<file path="src/rtl/screen_raster_iface.sv">
// -----------------------------------------------------------------------------
// screen_raster_iface
//   Screen-side companion of the triangle drawer. Walks every pixel of an
//   inclusive bounding box in raster order (x fastest). Each pixel takes two
//   cycles: S_READ presents the framebuffer address, S_WRITE passes the
//   framebuffer read data to the drawer as old_colour and writes back the
//   drawer's new_colour. A one-cycle done pulse follows the last pixel.
//
// Ports
//   clock, reset          : rising-edge clock, asynchronous active-high reset
//   start                 : level request, sampled only while idle
//   x_min, y_min          : box origin (latched at start)
//   x_range, y_range      : box width-1 / height-1 (latched at start)
//   new_colour            : colour returned by the drawer for (x, y)
//   x, y                  : current pixel coordinate (registered)
//   old_colour            : framebuffer contents at (x, y), valid in S_WRITE
//   done                  : one-cycle pulse when the box is complete
//   busy                  : high while a box is in progress (incl. S_DONE)
//   fb_x, fb_y            : framebuffer address (equal to x, y)
//   fb_rd_data            : synchronous read data, one cycle after address
//   fb_we, fb_wr_data     : framebuffer write port
// -----------------------------------------------------------------------------
module screen_raster_iface #(
   parameter int WIDTH        = 8,
   parameter int COLOUR_WIDTH = 3
) (
   input  logic                    clock,
   input  logic                    reset,
   input  logic                    start,
   input  logic [COLOUR_WIDTH-1:0] new_colour,
   input  logic [WIDTH-1:0]        x_min,
   input  logic [WIDTH-1:0]        y_min,
   input  logic [WIDTH-1:0]        x_range,
   input  logic [WIDTH-1:0]        y_range,
   output logic [WIDTH-1:0]        x,
   output logic [WIDTH-1:0]        y,
   output logic [COLOUR_WIDTH-1:0] old_colour,
   output logic                    done,
   output logic                    busy,
   output logic [WIDTH-1:0]        fb_x,
   output logic [WIDTH-1:0]        fb_y,
   input  logic [COLOUR_WIDTH-1:0] fb_rd_data,
   output logic                    fb_we,
   output logic [COLOUR_WIDTH-1:0] fb_wr_data
);

   typedef enum logic [1:0] {
      S_IDLE  = 2'd0,
      S_READ  = 2'd1,
      S_WRITE = 2'd2,
      S_DONE  = 2'd3
   } state_t;

   state_t           state_q, state_d;
   logic [WIDTH-1:0] x_q, x_d, y_q, y_d;
   logic [WIDTH-1:0] dx_q, dx_d, dy_q, dy_d;
   logic [WIDTH-1:0] xmin_q, xmin_d, ymin_q, ymin_d;
   logic [WIDTH-1:0] xr_q, xr_d, yr_q, yr_d;
   logic             done_q, done_d;
   logic             busy_q, busy_d;
   logic             we_q, we_d;

   // Next-state logic. Flags are computed for the state being entered so that
   // done/busy/fb_we come straight from registers. dx/dy count against the
   // latched ranges so the box end is found even when x or y wraps.
   always_comb begin
      state_d = state_q;
      x_d     = x_q;
      y_d     = y_q;
      dx_d    = dx_q;
      dy_d    = dy_q;
      xmin_d  = xmin_q;
      ymin_d  = ymin_q;
      xr_d    = xr_q;
      yr_d    = yr_q;
      done_d  = 1'b0;
      busy_d  = busy_q;
      we_d    = 1'b0;
      case (state_q)
         S_IDLE: begin
            if (start) begin
               xmin_d  = x_min;
               ymin_d  = y_min;
               xr_d    = x_range;
               yr_d    = y_range;
               dx_d    = '0;
               dy_d    = '0;
               x_d     = x_min;
               y_d     = y_min;
               busy_d  = 1'b1;
               state_d = S_READ;
            end else begin
               busy_d  = 1'b0;
            end
         end
         S_READ: begin
            busy_d  = 1'b1;
            we_d    = 1'b1;
            state_d = S_WRITE;
         end
         S_WRITE: begin
            busy_d = 1'b1;
            if (dx_q != xr_q) begin
               dx_d    = dx_q + WIDTH'(1);
               x_d     = x_q + WIDTH'(1);
               state_d = S_READ;
            end else if (dy_q != yr_q) begin
               dx_d    = '0;
               x_d     = xmin_q;
               dy_d    = dy_q + WIDTH'(1);
               y_d     = y_q + WIDTH'(1);
               state_d = S_READ;
            end else begin
               done_d  = 1'b1;
               state_d = S_DONE;
            end
         end
         S_DONE: begin
            busy_d  = 1'b0;
            state_d = S_IDLE;
         end
         default: begin
            busy_d  = 1'b0;
            state_d = S_IDLE;
         end
      endcase
   end

   // State and registered outputs; reset clears everything immediately,
   // which drops fb_we without waiting for a clock edge.
   always_ff @(posedge clock or posedge reset) begin
      if (reset) begin
         state_q <= S_IDLE;
         x_q     <= '0;
         y_q     <= '0;
         dx_q    <= '0;
         dy_q    <= '0;
         xmin_q  <= '0;
         ymin_q  <= '0;
         xr_q    <= '0;
         yr_q    <= '0;
         done_q  <= 1'b0;
         busy_q  <= 1'b0;
         we_q    <= 1'b0;
      end else begin
         state_q <= state_d;
         x_q     <= x_d;
         y_q     <= y_d;
         dx_q    <= dx_d;
         dy_q    <= dy_d;
         xmin_q  <= xmin_d;
         ymin_q  <= ymin_d;
         xr_q    <= xr_d;
         yr_q    <= yr_d;
         done_q  <= done_d;
         busy_q  <= busy_d;
         we_q    <= we_d;
      end
   end

   assign x          = x_q;
   assign y          = y_q;
   assign fb_x       = x_q;
   assign fb_y       = y_q;
   assign done       = done_q;
   assign busy       = busy_q;
   assign fb_we      = we_q;
   assign fb_wr_data = new_colour;
   // Consumers only look at old_colour in S_WRITE.
   assign old_colour = fb_rd_data;

endmodule
</file>
<file path="config.mk">
export PLATFORM = sky130hd
export DESIGN_NAME = screen_raster_iface
export DESIGN_NICKNAME = d
export VERILOG_FILES = /design/src/rtl/screen_raster_iface.sv
export SDC_FILE = /design/constraint.sdc
export NUM_CORES = 1
export LEC_CHECK = 0
export CAP_MARGIN = 20
export CORE_ASPECT_RATIO = 1.4
export CORE_MARGIN = 2
export CORE_UTILIZATION = 37
export DETAILED_ROUTE_END_ITERATION = 10
export DONT_BUFFER_PORTS = 1
export PLACE_DENSITY = 0.51
export SYNTH_ARGS = -nofsm -noshare
export SYNTH_HDL_FRONTEND = slang
export SYNTH_SLANG_ARGS = --single-unit
export TNS_END_PERCENT = 10
</file>
<file path="constraint.sdc">
create_clock -name clock -period 5.1 [get_ports clock]
set_input_delay 0.765 -clock clock [delete_from_list [all_inputs] [get_ports clock]]
set_output_delay 0.765 -clock clock [all_outputs]
set_load 0.02 [all_outputs]
</file>
==> results.py, run 1 <==
metrics = {
    "cells_and_area": {
        "final_common_cell": "dfrtp_1",
        "syn2layout_area_growth_pct": 5.350,
        "nets": 367,
        "antenna_cells": 0,
        "layout-drive-gt1-share_pct": 20.19,
        "mostFrequentLayoutCells": "61 x dfrtp_1, 28 x mux2_2, 18 x nand2_1, 17 x nand3_1, 14 x a31oi_1",
        "fin_area_sq_um": 3844,
    },
    "setup_path": {
        "crit_chain": "inv_1 -> ha_1 -> inv_2 -> o21ai_0 -> o31ai_2 -> buf_4 -> nor2_1 -> mux2_1",
        "cp_slowest_cell": "dfrtp_1",
        "cp-start-kind": "flop",
        "r2r_slack_ps": 2580,
        "crit_fanout": 25,
        "crit_path_end_kind": "flop",
        "worst_ep_arrival_time_ps": 2730,
        "path_class": "flop to flop",
        "cp.required_ps": 5310,
        "cp_slowest_stage_delay_ps": 390,
    },
    "drt": {
        "first_pass_iters": 4,
        "wl_per_cell_um": 18.13,
        "drt_iter0_drc": 122,
        "antenna_left": 0,
        "route.vias.total": 2526,
        "drt-total-wl_um": 8231,
        "drc": 0,
        "drt-vias-per-instance": 5.564,
    },
    "floorplan": {
        "die_w_um": 87.93,
        "fp.coreArea_sq_um": 9512,
        "io_pins": 82,
        "num_rows": 42,
        "initial_core_util_pct": 38.36,
        "fp.dieArea_sq_um": 10680,
        "die_h_um": 121.5,
    },
    "sta": {
        "holdWs_ps": 480.8,
        "finalCritPeriodShare_pct": 49.32,
        "setup_viol": 0,
        "max_freq_ghz": 0.3976,
        "fin_setup_tns_ps": 0,
        "worst_slack_ps": 2585,
        "rsz0062_at_grt": "no",
        "finalHoldViolations": 0,
        "fin_skew_ps": 6.655,
        "relSlewSlack_pct": 47.66,
        "maxSlewViolCount": 0,
        "worstMarginPinSlew_ps": 785.1,
        "fin_crit_ps": 2515,
    },
    "yosys": {
        "synthDistinctLibCells": 58,
        "avgSynthCellArea_sq_um": 10.67,
        "syn_nets": 391,
        "muxShareOfSynthArea_pct": 10.60,
        "synth-seq-area-share_pct": 41.84,
        "synthAdderAreaFrac_pct": 2.743,
        "synthSimpleGateAreaFrac_pct": 14.44,
        "synth_xor_area_share_pct": 7.030,
        "ys_warn_count": 0,
        "synth_compound_area_share_pct": 14.78,
        "synth-seq-cells": 61,
        "synth_top_family_by_area": "compound AO/OA/AOI/OAI gates",
        "synth_top_area_share_pct": 41.84,
        "synth_cells": 342,
        "yosysTopAreaCell": "dfrtp_1",
        "synthesis.area_sq_um": 3648,
        "ys_top_cells_by_area": "dfrtp_1 42%, mux2_2 8.6%, buf_4 4.9%, xnor2_1 2.9%, ha_1 2.7%",
    },
    "place": {
        "hpwlAfterDp_um": 5822,
        "gp_congestion": 0.8111,
        "io_buffers": 0,
        "place_ws_ps": 2580,
        "place_area_sq_um": 3583,
    },
    "worst_hold_path": {
        "holdCritPathClass": "flop to flop",
    },
    "power": {
        "p_leak_nw": 1.558,
        "p_comb_share_pct": 38.1,
        "switching_share_pct": 43.57,
        "total_power_w": 0.002638,
        "p_switching_w": 0.001149,
        "p_seq_share_pct": 41.3,
        "internal-power_w": 0.001489,
        "vdd_drop_max_mv": 0.2607,
        "p_per_area_nw_per_um2": 686.2,
        "power_frac_clock_pct": 20.7,
    },
    "grt": {
        "grt_pass1_vias": 2629,
        "gr-total-overflow": 0,
        "grt.total_usage_pct": 16.73,
        "grt_max_degree": 62,
        "grt_pass1_wl_um": 13520,
        "antenna_found_initial": 0,
    },
    "clock_tree": {
        "clock_sink_count": 61,
        "cts.repair.resized": 0,
        "cts_buffer_depth": 2,
        "post-cts-setup-buffers": 0,
        "cts_tree": "yes",
        "cts_inserted_buffers": 9,
        "cts_root_buf": "clkbuf_16",
        "h-tree-depth": 3,
        "cts_hold_buf": 0,
        "clk_pin_slew_ps": 50,
        "clk_latency_ps": 330,
    },
    "run": {
        "cap_violations": 0,
    },
    "outcome": {
        "status": "finished clean",
    },
}
==> layout make-up <==
type                       count  area [sq um]
timing repair buffer           5         37.54
clock inverter                 2         10.01
clock buffer                  13         250.2
sequential                    61          1526
multi-input combinational    229          1809
tap                          132         165.2
fill                         954          5668
inverter                      12         45.04
==> per-layer routing <==
layer,vias up,GRT usage (%),routed length (um)
met5,-,0,0
met4,0,7.692,155
met3,9,4.286,422
met2,55,27.37,4152
met1,1262,20.35,3501
li1,1200,-,-
==> cells by family after synthesis <==
family | after synthesis
XOR/XNOR | 22
AO/OA/AOI/OAI | 74
multiplexers | 35
AND/OR/NAND/NOR | 90
adder cells (fa/ha/maj) | 8
buffers and inverters | 52
flip-flops | 61
==> power by group through the flow <==
stage	sequential, W	clock [W]	combinational [W]
2_1_floorplan	0.000950	0	0.00104
3_3_place_gp	0.00110	0	0.00100
3_5_place_dp	0.00110	0	0.00101
4_1_cts	0.00109	0.000561	0.00102
5_1_grt	0.00113	0.000583	0.00112
6_report	0.00109	0.000545	0.00100
==> registers in the layout, summed over array words and instances (netlist names) <==
name and flops:
yr_q 8, fb_x 8, dx_q 8, xr_q 8, busy 1, fb_y 8
state_q 2, done 1, dy_q 8, xmin_q 8, fb_we 1
==> critical path, delay by kind of cell, from the launching register on <==
family	cells	cell delay [ps]
buf+inv	3	600
compound gates	2	420
flops	1	390
fa+ha+maj	1	380
mux	1	350
simple gates	1	250
==> cell usage after synthesis, drive strengths merged <==
cell type and n:
a211o 1, o211ai 2, o311a 1, xor2 3, o311ai 3, and3 9, and4 2, buf 31
inv 12, a31o 1, a22o 2, a21oi 8, mux2i 6, a221o 1, nand2 18, nor3 7
a22oi 1, o211a 1, or2 1, nand4 10, xnor2 19, clkbuf 9, dfrtp 61, o22a 6
o2bb2ai 1, a21o 1, a32o 1, nand2b 5, ha 8, o21ai 13, nor2 9, a2bb2oi 2
a221oi 1, a211oi 2, nor4 2, and2 4, o32ai 2, nand3 17, or4 6, mux2 29
a41oi 3, o31ai 7, a31oi 14
==> per-stage QoR <==
step | instances | utilization, %
finish | 454 | 40.41
global route | 454 | 40.41
CTS | 454 | 40.41
detailed placement | 439 | 37.67
global placement | 439 | 37.67
floorplan | 342 | -
==> worst paths after layout <==
kind,from,to,depth (start not counted)
worst max-delay path,state_q[0]$_DFFE_PP0P_,fb_y[1]$_DFFE_PP0P_,8
worst min-delay path,xmin_q[5]$_DFFE_PP0P_,xmin_q[5]$_DFFE_PP0P_,2
worst max register to register,state_q[0]$_DFFE_PP0P_,fb_y[1]$_DFFE_PP0P_,8
worst min register to register,xmin_q[5]$_DFFE_PP0P_,xmin_q[5]$_DFFE_PP0P_,2
max in group asynchronous,reset,busy$_DFF_PP0_,2
min in group asynchronous,reset,dy_q[3]$_DFFE_PP0P_,2
(Power assumes the default switching activity.)
==> run 2: changes to the inputs <==
PLACE_DENSITY = 0.53   (was 0.51)
clock period = 2.2 ns   (was 5.1 ns; I/O delays follow)
==> run 2 against run 1 <==
  * The run now ends with negative hold slack left
  * Die area unchanged
  * Count of clock-buffer cells in the layout increased by 1
  * Clock power increased by 130%
  * Flip-flop and latch count unchanged
  * Clock skew decreased by 0.90 ps
  * Via count increased by 7.9%
  * Core utilization increased by 3.5 points
  * Power increased by 150%
  * Global-route usage increased by 1.0 points
  * Critical path type unchanged
  * Largest cell class unchanged
  * Largest power group is now combinational logic
==> results.py, run 2 (same netlist as run 1, synthesis figures left out) <==
metrics = {
    "cells_and_area": {
        "num-fill-cells": 922,
        "multi_input_area_sq_um": 1818,
        "antenna_cells": 0,
        "layout-drive-gt1-share_pct": 29.95,
        "mostFrequentLayoutCells": "61 x dfrtp_1, 44 x buf_4, 28 x mux2_2, 18 x nand2_1, 17 x nand3_1",
        "syn2layout_area_growth_pct": 14.54,
        "nets": 408,
        "final_common_cell": "dfrtp_1",
        "seq_area_sq_um": 1526,
        "fin_area_sq_um": 4179,
    },
    "clock_tree": {
        "cts_inserted_buffers": 9,
        "clock_sink_count": 61,
        "cts_root_buf": "clkbuf_16",
        "clk_latency_ps": 330,
        "h-tree-depth": 3,
        "cts_buffer_depth": 2,
        "clk_pin_slew_ps": 50,
        "cts_tree": "yes",
    },
    "drt": {
        "wl_per_cell_um": 17.39,
        "drc": 0,
        "route.vias.total": 2726,
        "first_pass_iters": 4,
        "drt-total-wl_um": 8625,
        "drt_iter0_drc": 157,
        "drt-vias-per-instance": 5.496,
        "antenna_left": 0,
    },
    "sta": {
        "finalHoldViolations": 1,
        "maxSlewViolCount": 0,
        "fin_skew_ps": 5.758,
        "max_freq_ghz": 0.4925,
        "fin_crit_ps": 2031,
        "worstMarginPinSlew_ps": 713.8,
        "rsz0062_at_grt": "no",
        "setup_viol": 0,
        "holdWs_ps": -2.482,
        "finalCritPeriodShare_pct": 92.30,
        "relSlewSlack_pct": 52.34,
    },
    "floorplan": {
        "die_h_um": 121.5,
        "fp.coreArea_sq_um": 9512,
        "die_w_um": 87.93,
        "io_pins": 82,
        "num_rows": 42,
        "initial_core_util_pct": 38.36,
        "fp.dieArea_sq_um": 10680,
    },
    "power": {
        "vdd_drop_max_mv": 0.5657,
        "p_per_area_nw_per_um2": 1577,
        "p_leak_nw": 1.765,
    },
    "setup_path": {
        "reg2reg_depth": 8,
        "crit_fanout": 24,
        "cp-start-kind": "flop",
        "crit_path_end_kind": "flop",
        "path_class": "flop to flop",
        "worstReg2RegEnd": "dy_q[7]$_DFFE_PP0P_",
        "cp.required_ps": 2460,
        "r2r-start": "state_q[0]$_DFFE_PP0P_",
        "r2r_slack_ps": 170,
        "worst_ep_arrival_time_ps": 2290,
    },
    "outcome": {
        "status": "finished with violations",
        "violations": "negative hold slack",
    },
    "grt": {
        "antenna_found_initial": 0,
        "grt_max_degree": 33,
        "gr-total-overflow": 0,
        "grt.total_usage_pct": 17.75,
        "grt_pass1_vias": 2817,
        "grt_pass1_wl_um": 14160,
    },
    "worst_hold_path": {
        "holdCritPathClass": "input port to asynchronous set/reset pin",
    },
    "run": {
        "cap_violations": 0,
    },
    "place": {
        "place_area_sq_um": 3916,
        "io_buffers": 0,
        "hpwlAfterDp_um": 6332,
        "gp_congestion": 0.8209,
    },
}
run 2: through the flow:
stage          power [W]  setup WS [ps]  TNS [ps]  util [%]  std cells
2_1_floorplan   0.004608          280.2         0         -        342
3_3_place_gp    0.005330         -48.02    -141.6     41.17        480
3_5_place_dp    0.005413         -179.8    -710.9     41.17        480
4_1_cts         0.006668          62.96         0     43.88        496
5_1_grt         0.007072          26.42         0     43.94        496
6_report        0.006589          169.4         0     43.94        496
run 2: timing repair:
item	CTS	global route
endpoints found under the setup margin	11	3
gates cloned	0	0
hold buffers	0	0
buffers inserted	0	0
pin swaps	0	0
gates resized for setup	2	3
run 2: how the worst max path moves through the flow:
| stage | startpoint | to | slack (ps) | cells past startpoint |
|---|---|---|---|---|
| after floorplan | state_q[0]$_DFFE_PP0P_ | fb_x[2]$_DFFE_PP0P_ | 280 | 8 |
| after global placement | state_q[0]$_DFFE_PP0P_ | fb_x[4]$_DFFE_PP0P_ | -50 | 5 |
| after detailed placement | state_q[0]$_DFFE_PP0P_ | fb_x[3]$_DFFE_PP0P_ | -180 | 5 |
| after CTS | dx_q[3]$_DFFE_PP0P_ | state_q[1]$_DFFE_PP0P_ | 60 | 5 |
| after global routing | state_q[1]$_DFFE_PP0P_ | dy_q[2]$_DFFE_PP0P_ | 30 | 8 |
| final | state_q[0]$_DFFE_PP0P_ | dy_q[7]$_DFFE_PP0P_ | 170 | 8 |
run 2: power breakdown:
part / internal (W) / leakage [nW] / switching [W]
Clock: 0.000758 / 0.125 / 0.000475
Combinational: 0.00146 / 0.894 / 0.00179
Sequential: 0.00160 / 0.747 / 0.000508
Total: 0.00381 / 1.77 / 0.00278
run 2: area by class of cell:
cell class / count / share of cell area, %
Clock buffer: 14 / 5.838
Clock inverter: 2 / 0.2395
Inverter: 12 / 1.078
Multi-Input combinational cell: 229 / 43.50
Sequential cell: 61 / 36.53
Tap cell: 132 / 3.952
Timing Repair Buffer: 46 / 8.862
run 2: routing by layer:
| layer | global-route usage (%) | wire length (um) |
|---|---|---|
| met3 | 4.830 | 414 |
| met1 | 20.94 | 3641 |
| met5 | 0 | 0 |
| met2 | 28.98 | 4357 |
| met4 | 9.327 | 211 |
run 2: critical path: stages, from the launching register on:
cell and delay, ps:
dfrtp_1 370, inv_1 110, ha_2 260, inv_2 50, o21ai_1 210, o31ai_2 150, buf_12 180, or4_1 530
nand3_1 100
==> run 3: changes to the inputs <==
--- a/config.mk
+++ b/config.mk
@@ -6,4 +6,5 @@
 export NUM_CORES = 1
 export LEC_CHECK = 0
+export ABC_AREA = 1
 export CAP_MARGIN = 20
 export CORE_ASPECT_RATIO = 1.4
==> constraint.sdc (replaced) <==
create_clock -name clock -period 2.2 [get_ports clock]
set_input_delay 0.33 -clock clock [delete_from_list [all_inputs] [get_ports clock]]
set_output_delay 0.33 -clock clock [all_outputs]
set_load 0.01 [all_outputs]
==> run 3 against run 2 <==
  * The run now ends clean
  * Area after synthesis grew 5.7%
  * Combinational power shrank 29%
  * Register-to-register slack better by 200 ps
  * Die area rose by 5.5%
  * Routed wire length is 8.3% higher
  * Non-clock buffer count decreased by 37
  * Power shrank 12%
  * Worst hold slack improved by 110 ps
  * Design area decreased by 0.63%
  * Count of clock-buffer cells in the layout decreased by 3
  * Critical path type unchanged
  * Largest power group unchanged
==> results.py, run 3 <==
metrics = {
    "sta": {
        "max_freq_ghz": 0.5459,
        "finalHoldViolations": 0,
        "maxSlewViolCount": 0,
        "finalCritPeriodShare_pct": 83.26,
        "fin_setup_tns_ps": 0,
        "relSlewSlack_pct": 73.56,
        "holdWs_ps": 106.4,
        "setup_viol": 0,
        "fin_crit_ps": 1832,
        "fin_skew_ps": 6.279,
        "rsz0062_at_grt": "no",
        "worstMarginPinSlew_ps": 396.6,
    },
    "cells_and_area": {
        "nets": 567,
        "syn2layout_area_growth_pct": 7.690,
        "layout-drive-gt1-share_pct": 9.004,
        "antenna_cells": 0,
        "mostFrequentLayoutCells": "219 x nand2_1, 61 x dfrtp_1, 44 x inv_1, 39 x nand3_1, 28 x nor2_1",
        "final_common_cell": "nand2_1",
    },
    "clock_tree": {
        "clk_latency_ps": 330,
        "cts_inserted_buffers": 9,
        "clk_pin_slew_ps": 50,
        "post-cts-setup-buffers": 0,
        "cts_root_buf": "clkbuf_16",
        "clock_sink_count": 61,
        "h-tree-depth": 3,
        "cts_tree": "yes",
        "cts_buffer_depth": 2,
    },
    "drt": {
        "drt-total-wl_um": 9345,
        "drt-vias-per-instance": 4.885,
        "drt_iter0_drc": 133,
        "route.vias.total": 3224,
        "wl_per_cell_um": 14.16,
        "first_pass_iters": 4,
        "drc": 0,
        "antenna_left": 0,
    },
    "power": {
        "vdd_drop_max_mv": 0.4879,
        "power_frac_clock_pct": 24.2,
        "p_comb_share_pct": 39.7,
        "p_per_area_nw_per_um2": 1404,
        "p_seq_share_pct": 36.1,
        "switching_share_pct": 44.08,
        "internal-power_w": 0.003259,
        "p_switching_w": 0.002570,
        "p_leak_nw": 2.126,
    },
    "floorplan": {
        "initial_core_util_pct": 37.66,
        "io_pins": 82,
        "die_h_um": 124.8,
        "fp.dieArea_sq_um": 11270,
        "fp.coreArea_sq_um": 10240,
        "num_rows": 44,
        "die_w_um": 90.28,
    },
    "yosys": {
        "syn_nets": 587,
        "avgSynthCellArea_sq_um": 7.168,
        "synth_common_cells": "219 x nand2_1, 61 x dfrtp_1, 45 x inv_1",
        "synth_cells": 538,
        "synth-seq-cells": 61,
        "synthesis.area_sq_um": 3856,
        "yosysTopAreaCell": "dfrtp_1",
        "synth_edf_count": 0,
        "ys.flop_type": "dfrtp_1",
        "ys_top_cells_by_area": "dfrtp_1 40%, nand2_1 21%, nand3_1 5.1%, buf_4 4.5%, inv_1 4.4%",
        "ys_warn_count": 0,
        "async_flop_share_pct": 100.0,
        "synthDistinctLibCells": 33,
        "synth-seq-area-share_pct": 39.58,
        "synth_top_area_share_pct": 39.58,
        "yosysMostFrequentCell": "nand2_1",
    },
    "worst_hold_path": {
        "holdCritPathClass": "input port to flop",
    },
    "place": {
        "hpwlAfterDp_um": 6572,
        "io_buffers": 0,
        "gp_congestion": 0.8064,
    },
    "setup_path": {
        "path_class": "flop to flop",
        "path_delay_family": "buffers and inverters",
        "worst_ep_arrival_time_ps": 2100,
        "crit_chain": "inv_1 -> ha_1 -> buf_4 -> a21oi_1 -> inv_2 -> buf_4 -> nand4_1 -> nand2_1",
        "cp-start-kind": "flop",
        "critPathMostFrequentCell": "buf_4",
        "critical_path_buf_inv_count": 4,
        "crit_path_end_kind": "flop",
        "cp_slowest_stage_delay_ps": 390,
        "cp_slowest_cell": "dfrtp_1",
        "cp.required_ps": 2470,
        "crit_fanout": 20,
    },
    "grt": {
        "antenna_found_initial": 0,
        "grt_pass1_vias": 3245,
        "grt_max_degree": 62,
        "gr-total-overflow": 0,
        "grt.total_usage_pct": 17.97,
        "grt_pass1_wl_um": 16080,
    },
    "outcome": {
        "status": "finished clean",
    },
    "run": {
        "cap_violations": 0,
    },
}
run 3: cell count changes after synthesis, moves of 7 or more:
cell | before | now
o21ai_0 | 13 | 24
inv_1 | 11 | 45
inv_2 | 1 | 8
and3_1 | 8 | 0
nand2_1 | 18 | 219
nand4_1 | 7 | 18
mux2_2 | 28 | 1
a31oi_1 | 14 | 0
nand3_1 | 17 | 39
nor2_1 | 8 | 28
run 3: metal layers:
layer,wire (um),GRT usage (%),vias to the layer above
met3,340,3.751,20
li1,-,-,1624
met4,262,8.235,0
met5,0,0,-
met2,4873,33.08,60
met1,3868,19.51,1520
run 3: power by group through the flow:
stage | combinational (W) | sequential, W | clock (W)
floorplan | 0.00213 | 0.00193 | 0
CTS | 0.00235 | 0.00212 | 0.00146
global placement | 0.00231 | 0.00212 | 0
global route | 0.00266 | 0.00218 | 0.00150
finish | 0.00231 | 0.00211 | 0.00141
detailed placement | 0.00233 | 0.00213 | 0
run 3: worst paths after layout:
| kind | startpoint | to | slack (ps) | cells after the start |
|---|---|---|---|---|
| worst max-delay path | state_q[0]$_DFFE_PP0P_ | dy_q[3]$_DFFE_PP0P_ | 370 | 8 |
| worst min-delay path | x_range[4] | xr_q[4]$_DFFE_PP0P_ | 110 | 2 |
| worst max register to register | state_q[0]$_DFFE_PP0P_ | dy_q[3]$_DFFE_PP0P_ | 370 | 8 |
| worst min register to register | xr_q[2]$_DFFE_PP0P_ | xr_q[2]$_DFFE_PP0P_ | 500 | 2 |
| max in group asynchronous | reset | yr_q[6]$_DFFE_PP0P_ | 1380 | 3 |
| min in group asynchronous | reset | fb_y[6]$_DFFE_PP0P_ | 510 | 3 |
run 3: kinds of logic (layout without fill, tap and decap cells):
logic type,after synthesis,after routing,share of synthesized area [%]
AND/OR/NAND/NOR,325,325,37.35
buffers and inverters,93,77,11.88
flip-flops,61,61,39.58
AO/OA/AOI/OAI,36,36,5.127
XOR/XNOR,14,14,3.180
adder cells (fa/ha/maj),8,8,2.596
multiplexers,1,1,0.2920
run 3: layout make-up:
cell class,instances,area (sq um)
multi-input cells,384,1872
repair buffers,9,82.58
clock buffers,11,252.7
fillers,1103,6087
inverters,53,198.9
clock inverters,4,47.55
well taps,138,172.7
flip-flops and latches,61,1526
run 3: what timing repair did:
action / 4_1_cts / 5_1_grt
gates resized for setup: 0 / 0
endpoints found under the hold margin: 61 / 0
setup endpoints to repair: 0 / 0
hold buffers: 1 / 0
run 3: stage by stage:
stage | total power (W) | util [%] | instances | setup slack [ps] | cell area [sq um]
CTS | 0.005926 | 40.55 | 660 | 359.5 | 4153
global placement | 0.004429 | 37.52 | 644 | 402.7 | 3842
global route | 0.006337 | 40.55 | 660 | 182.5 | 4153
floorplan | 0.004059 | - | 538 | 357.0 | 3856
finish | 0.005829 | 40.55 | 660 | 368.2 | 4153
detailed placement | 0.004462 | 37.52 | 644 | 372.3 | 3842
